$ cat src/rtl/core_lsu.sv
// Load/store unit: alignment check, byte-lane steering and a
// req/gnt/rvalid memory handshake in front of the extension stage.
module core_lsu #(
  parameter int XLEN   = 64,
  parameter int ADDR_W = 32
) (
  input  logic              i_clk,
  input  logic              i_rst_n,
  input  logic              i_lsu_valid,
  output logic              o_lsu_ready,
  input  logic              i_lsu_we,
  input  logic              i_lsu_su_extend,
  input  logic [1:0]        i_lsu_r_w_size,
  input  logic [ADDR_W-1:0] i_lsu_addr,
  input  logic [XLEN-1:0]   i_lsu_wdata,
  output logic              o_lsu_done,
  output logic [XLEN-1:0]   o_lsu_rdata,
  output logic [1:0]        o_lsu_r_w_size,
  output logic              o_lsu_su_extend,
  output logic              o_lsu_misaligned,
  output logic              o_lsu_busy,
  output logic              o_mem_req,
  input  logic              i_mem_gnt,
  output logic              o_mem_we,
  output logic [ADDR_W-1:0] o_mem_addr,
  output logic [XLEN/8-1:0] o_mem_be,
  output logic [XLEN-1:0]   o_mem_wdata,
  input  logic              i_mem_rvalid,
  input  logic [XLEN-1:0]   i_mem_rdata
);

  typedef enum logic [1:0] {
    S_IDLE,
    S_REQ,
    S_WAIT
  } state_t;

  state_t              r_state;
  logic                r_we;
  logic                r_su;
  logic [1:0]          r_size;
  logic [2:0]          r_off;
  logic                r_mem_req;
  logic                r_mem_we;
  logic [ADDR_W-1:0]   r_mem_addr;
  logic [XLEN/8-1:0]   r_mem_be;
  logic [XLEN-1:0]     r_mem_wdata;
  logic                r_done;
  logic                r_mis;
  logic [XLEN-1:0]     r_rdata;
  logic [1:0]          r_out_size;
  logic                r_out_su;

  logic [2:0]          w_off;
  logic                w_mis;
  logic [XLEN/8-1:0]   w_be_base;
  logic [XLEN/8-1:0]   w_be;
  logic [XLEN-1:0]     w_wdata;
  logic [XLEN-1:0]     w_rdata;
  logic [ADDR_W-1:0]   w_addr;

  assign w_off = i_lsu_addr[2:0];

  // Natural alignment: off must be a multiple of the access size
  always_comb begin
    w_mis     = 1'b0;
    w_be_base = '0;
    unique case (i_lsu_r_w_size)
      2'b00: begin
        w_mis     = 1'b0;
        w_be_base = 8'h01;
      end
      2'b01: begin
        w_mis     = w_off[0];
        w_be_base = 8'h03;
      end
      2'b10: begin
        w_mis     = |w_off[1:0];
        w_be_base = 8'h0F;
      end
      2'b11: begin
        w_mis     = |w_off;
        w_be_base = 8'hFF;
      end
    endcase
  end

  assign w_be    = w_be_base << w_off;
  assign w_wdata = i_lsu_we ? (i_lsu_wdata << {w_off, 3'b000})
                            : '0;
  assign w_rdata = i_mem_rdata >> {r_off, 3'b000};
  assign w_addr  = {i_lsu_addr[ADDR_W-1:3], 3'b000};

  always_ff @(posedge i_clk) begin
    if (!i_rst_n) begin
      r_state     <= S_IDLE;
      r_we        <= 1'b0;
      r_su        <= 1'b0;
      r_size      <= 2'b00;
      r_off       <= 3'b000;
      r_mem_req   <= 1'b0;
      r_mem_we    <= 1'b0;
      r_mem_addr  <= '0;
      r_mem_be    <= '0;
      r_mem_wdata <= '0;
      r_done      <= 1'b0;
      r_mis       <= 1'b0;
      r_rdata     <= '0;
      r_out_size  <= 2'b00;
      r_out_su    <= 1'b0;
    end else begin
      r_done <= 1'b0;
      r_mis  <= 1'b0;
      case (r_state)
        S_IDLE: begin
          if (i_lsu_valid) begin
            if (w_mis) begin
              r_mis <= 1'b1;
            end else begin
              r_we        <= i_lsu_we;
              r_su        <= i_lsu_su_extend;
              r_size      <= i_lsu_r_w_size;
              r_off       <= w_off;
              r_mem_req   <= 1'b1;
              r_mem_we    <= i_lsu_we;
              r_mem_addr  <= w_addr;
              r_mem_be    <= w_be;
              r_mem_wdata <= w_wdata;
              r_state     <= S_REQ;
            end
          end
        end
        S_REQ: begin
          if (i_mem_gnt) begin
            r_mem_req <= 1'b0;
            r_state   <= S_WAIT;
          end
        end
        S_WAIT: begin
          if (i_mem_rvalid) begin
            r_done     <= 1'b1;
            r_rdata    <= r_we ? '0 : w_rdata;
            r_out_size <= r_size;
            r_out_su   <= r_su;
            r_state    <= S_IDLE;
          end
        end
        default: r_state <= S_IDLE;
      endcase
    end
  end

  assign o_lsu_ready      = (r_state == S_IDLE);
  assign o_lsu_busy       = (r_state != S_IDLE);
  assign o_lsu_done       = r_done;
  assign o_lsu_rdata      = r_rdata;
  assign o_lsu_r_w_size   = r_out_size;
  assign o_lsu_su_extend  = r_out_su;
  assign o_lsu_misaligned = r_mis;
  assign o_mem_req        = r_mem_req;
  assign o_mem_we         = r_mem_we;
  assign o_mem_addr       = r_mem_addr;
  assign o_mem_be         = r_mem_be;
  assign o_mem_wdata      = r_mem_wdata;

endmodule
$ cat config.mk
export PLATFORM = sky130hd
export DESIGN_NAME = core_lsu
export DESIGN_NICKNAME = d
export VERILOG_FILES = /design/src/rtl/core_lsu.sv
export SDC_FILE = /design/constraint.sdc
export NUM_CORES = 1
export LEC_CHECK = 0
export ABC_CLOCK_PERIOD_IN_PS = 1900
export BUFFER_PORTS_ARGS = -buffer_cell sky130_fd_sc_hd__buf_2
export CORE_MARGIN = 1.5
export CORE_UTILIZATION = 40
export DETAILED_ROUTE_END_ITERATION = 10
export PLACE_DENSITY_LB_ADDON = 0.2
export SETUP_SLACK_MARGIN = 0.15
export SYNTH_ARGS = -nofsm -noshare
export SYNTH_HDL_FRONTEND = slang
export SYNTH_SLANG_ARGS = --single-unit
$ cat constraint.sdc
create_clock -name i_clk -period 1.9 [get_ports i_clk]
set_input_delay 0.095 -clock i_clk [delete_from_list [all_inputs] [get_ports i_clk]]
set_output_delay 0.095 -clock i_clk [all_outputs]
set_load 0.02 [all_outputs]
==> implementation parameters <==
Parameter                              Value

Status
  Result of the run ... finished, final reports clean

Critical path
  Critical Path Max Stage Delay ... between 0.4 and 0.5 ns
  Worst flop-to-flop path startpoint ... r_state[0]
  Critical-path top delay cell ... sky130_fd_sc_hd__or3b_4
  Critical path's top delay family ... buffers and inverters
  Arrival time worst endpoint ... approximately 2.1 ns
  Chain of cells forming the critical path ... or3b_4 > buf_4 > a2111oi_4 > clkbuf_16 > buf_4 > a32o_1
  Start point of the critical path ... r_state[0]
  Highest net fanout along the worst path ... 6
  Crit Path Category ... reg -> reg
  Crit-path most repeated cell ... sky130_fd_sc_hd__buf_4
  Setup slack on the worst flop-to-flop path ... 0.15 ns
  Element type at the critical path start ... flop
  Critical Path Sink Type ... flop
  WP data required ... about 2.3 ns
  Bufs and invs on worst path ... 3

GRT
  Met3 track utilization from global routing ... 5.79%
  Residual overflow from global routing ... 0
  Number of antenna violations at the first check in global routing ... 1
  Global routing met1 resource utilization ... 35.4%
  Pin count of the biggest net entering global routing ... 84
  Overall fraction of global-route tracks in use ... between 20% and 30%
  Vias in the first global route ... between 8,000 and 9,000
  GR Util met2 ... 41.7%
  Global-route wire length before repair ... 48,700 um
  Most used routing layer ... met2

STA
  Worst hold margin ... 0.0192 ns
  Hold Vio Cnt, Final ... 0
  Headroom to the max-slew limit ... 52.4%
  Worst-Margin Slew ... roughly 0.71 ns
  Crit share post-route ... 91.9%
  Setup Viol. Count Final ... 0
  Crit path time final ... 1.75 ns
  Setup TNS ... 0 ns
  Count of final max-slew check failures ... 0
  Highest clock frequency the design can meet ... 0.572 GHz
  Setup repair after global routing missed its margin ... true
  Setup clock skew after layout ... 0.0168 ns

Logic synthesis
  Fraction of the mapped netlist area in simple logic gates ... 11.3%
  Leading area contributor after synthesis ... sky130_fd_sc_hd__dfxtp_1
  Post-Synthesis Cells ... between 900 and 1,000
  Part of the Yosys area used for sequential elements ... 40.7%
  Post-synthesis cell type count ... 54
  Area contributors post-synth ... sky130_fd_sc_hd__dfxtp_1 41%, sky130_fd_sc_hd__mux2i_1 13%, sky130_fd_sc_hd__nand2_1 5.5%, sky130_fd_sc_hd__mux4_2 4.1%, sky130_fd_sc_hd__a21oi_1 4.0%
  Complex-gate fraction of the synthesized area ... 24.4%
  Leading cell types by count after synthesis ... 180 x sky130_fd_sc_hd__dfxtp_1, 130 x sky130_fd_sc_hd__nand2_1, 117 x sky130_fd_sc_hd__mux2i_1
  Post-synthesis sequential element count ... between 150 and 200
  Area share of xor/xnor cells in the synthesized design ... 0%
  Multiplexer area fraction after synthesis ... 18.9%
  Yosys warning total ... 0
  Synth async-reset ratio ... 0%
  Number of synthesized flops with an enable pin ... 0
  Commonest register cell after synthesis ... sky130_fd_sc_hd__dfxtp_1
  Netlist area before placement ... 8860 sq um
  Synth top area share ... 40.7%
  Synth Area in Adders ... 0%
  Most numerous cell in the Yosys netlist ... sky130_fd_sc_hd__dfxtp_1
  Combinational family with the most area after synthesis ... compound AO/OA/AOI/OAI gates
  Mean post-synth cell area ... 9.29 sq um

Route
  Iteration-0 DRC Markers ... 560
  Wire length per cell ... 19.3 um
  Number of vias in the routed layout ... 9,077
  Residual DRC ... 0
  Detailed-router iteration count before antenna repair ... 5
  Count of antenna-violating nets left after detailed routing ... 0
  Final wirelength ... 31,400 um
  Vias per std cell ... approximately 5.6

Die
  Number of rows in the core area ... 54
  Core Box Area ... approximately 22,000 sq um
  Die Wd ... 152 um
  Die outline height ... 152 um
  Ports placed on the boundary ... 346
  Die ar. ... 23,100 sq um
  Starting density of the core ... 40.7%

Placement
  Placed wire-length estimate ... 22,000 um
  Final RePlAce weighted congestion ... 0.854
  I/O Buffers ... 342

Clock network
  Clock Root Buffer ... sky130_fd_sc_hd__clkbuf_16
  Clock latency at the later pin of the worst-skew pair ... 0.43 ns
  Sinks on the clock net ... 180
  CTS tree ... yes
  Number of H-tree branching levels ... 4
  Maximum root-to-sink buffer count ... 2
  Clock-pin slew reported for the worst setup and hold paths after clock tree synthesis ... 0.07 ns
  Num CTS Buffers ... 17

Power and ir drop
  Power Internal ... 7.05 mW
  Worst vdd ir ... roughly 460 uV
  Power per cell area ... roughly 780 nW/um^2
  Switching share of total power ... a little over a quarter
  Share of power burned in the clock network ... 41.8%
  Reported leakage power ... 5.56 nW
  Net Sw Power ... 2.67 mW
  Share of power burned in combinational logic ... 17.8%
  Power share of the sequential group ... around two fifths

Hold path
  Hold Crit Class ... in -> reg
  Hold Crit Start ... i_mem_rdata[48]

Finish
  Area delta synth->final ... 40.2%
  Final layout net count ... 1,504
  Layout cells sized above 1 ... 36.4%
  Layout fillers ... between 2,000 and 2,500

Flow run
  Number of max-cap violations ... 0
==> power by group through the flow <==
stage	registers [mW]	logic, mW	clock network, mW
2_1_floorplan	4.12	0.853	0
3_3_place_gp	4.01	1.57	0
3_5_place_dp	4.01	1.57	0
4_1_cts	3.92	1.69	4.13
5_1_grt	3.94	1.86	4.28
6_report	3.93	1.73	4.06
==> worst register-to-register path, cell delays in order, from the launching register on <==
cell and delay [ns]:
sky130_fd_sc_hd__dfxtp_2 0.33, sky130_fd_sc_hd__or3b_4 0.44, sky130_fd_sc_hd__buf_4 0.17, sky130_fd_sc_hd__a2111oi_4 0.26, sky130_fd_sc_hd__clkbuf_16 0.23, sky130_fd_sc_hd__buf_4 0.12
sky130_fd_sc_hd__a32o_1 0.15
==> worst paths after layout <==
path                      to  cells after the start
max          o_mem_wdata[39]                      6
min          o_lsu_rdata[48]                      3
max reg2reg  o_mem_wdata[39]                      6
min reg2reg   o_mem_addr[31]                      2
==> metrics by stage <==
stage | setup WS, ns | std cells | util, % | power, mW | area, sq um
2_1_floorplan | 0.152 | 956 | - | 4.97 | 8870
3_3_place_gp | 0.0358 | 1534 | 50.6 | 5.58 | 11000
3_5_place_dp | 0.00681 | 1534 | 50.6 | 5.58 | 11000
4_1_cts | 0.154 | 1621 | 56.4 | 9.74 | 12300
5_1_grt | 0.107 | 1629 | 57.1 | 10.1 | 12400
6_report | 0.153 | 1630 | 57.1 | 9.72 | 12400
==> registers in the layout, indices dropped and copies added (netlist names) <==
name / count
o_lsu_done: 1
o_lsu_misaligned: 1
o_lsu_r_w_size: 2
o_lsu_rdata: 64
o_lsu_su_extend: 1
o_mem_addr: 29
o_mem_be: 8
o_mem_req: 1
o_mem_wdata: 64
o_mem_we: 1
r_off: 3
r_size: 2
r_state: 2
r_su: 1
==> logic make-up (layout without fill, tap and decap cells) <==
family                 after synthesis  count (layout)
multiplexers                       146             146
flip-flops                         180             180
other                                1               5
AND/OR/NAND/NOR                    234             235
AO/OA/AOI/OAI                      297             297
buffers and inverters               96             487
==> timing repair <==
item,in CTS,in global routing
setup endpoints to repair,97,82
pin swaps,3,3
buffers inserted,2,5
gates cloned,2,2
endpoints found under the hold margin,59,0
resized for setup,6,15
hold buffers,51,0
==> layout by cell type, fill, tap and decap left out, types with 4 or more instances in the layout <==
cell type / instances
sky130_fd_sc_hd__buf_2: 341
sky130_fd_sc_hd__dfxtp_1: 177
sky130_fd_sc_hd__nand2_1: 129
sky130_fd_sc_hd__mux2i_1: 117
sky130_fd_sc_hd__a21oi_1: 70
sky130_fd_sc_hd__nor2_1: 58
sky130_fd_sc_hd__dlygate4sd3_1: 51
sky130_fd_sc_hd__o21ai_0: 41
sky130_fd_sc_hd__buf_4: 41
sky130_fd_sc_hd__o2bb2ai_1: 36
sky130_fd_sc_hd__a22o_1: 25
sky130_fd_sc_hd__a22oi_1: 22
sky130_fd_sc_hd__clkbuf_16: 19
sky130_fd_sc_hd__mux4_2: 16
sky130_fd_sc_hd__a211oi_1: 14
sky130_fd_sc_hd__mux2_2: 13
sky130_fd_sc_hd__o22ai_1: 13
sky130_fd_sc_hd__o221ai_1: 12
sky130_fd_sc_hd__nor2b_1: 11
sky130_fd_sc_hd__a32o_1: 11
sky130_fd_sc_hd__buf_12: 9
sky130_fd_sc_hd__a32oi_1: 8
sky130_fd_sc_hd__a221o_1: 8
sky130_fd_sc_hd__nor3_1: 8
sky130_fd_sc_hd__nand3_1: 5
sky130_fd_sc_hd__a211o_1: 5
sky130_fd_sc_hd__bufinv_16: 5
sky130_fd_sc_hd__inv_1: 4
sky130_fd_sc_hd__o21a_1: 4
sky130_fd_sc_hd__nand2b_1: 4
sky130_fd_sc_hd__o2bb2ai_2: 4
sky130_fd_sc_hd__a2bb2o_1: 4
sky130_fd_sc_hd__o21ba_2: 4
sky130_fd_sc_hd__buf_6: 4
==> routing by layer <==
metal | up-vias | routed length (um)
met2 | 437 | 14700
met3 | 52 | 2400
li1 | 4303 | -
met4 | 0 | 895
met1 | 4285 | 13500
met5 | - | 0
==> area by class of cell <==
class | instances | area (sq um) | share of cell area [%]
antenna | 2 | 5.00 | 0.0403
timing repair buffer | 449 | 2830 | 22.8
tap | 280 | 350 | 2.82
sequential | 180 | 3610 | 29.1
clock buffer | 19 | 453 | 3.65
clock inverter | 13 | 219 | 1.76
multi-input combinational | 681 | 4930 | 39.7
inverter | 6 | 22.5 | 0.181
No activity file was read; power rests on OpenSTA's default activity.
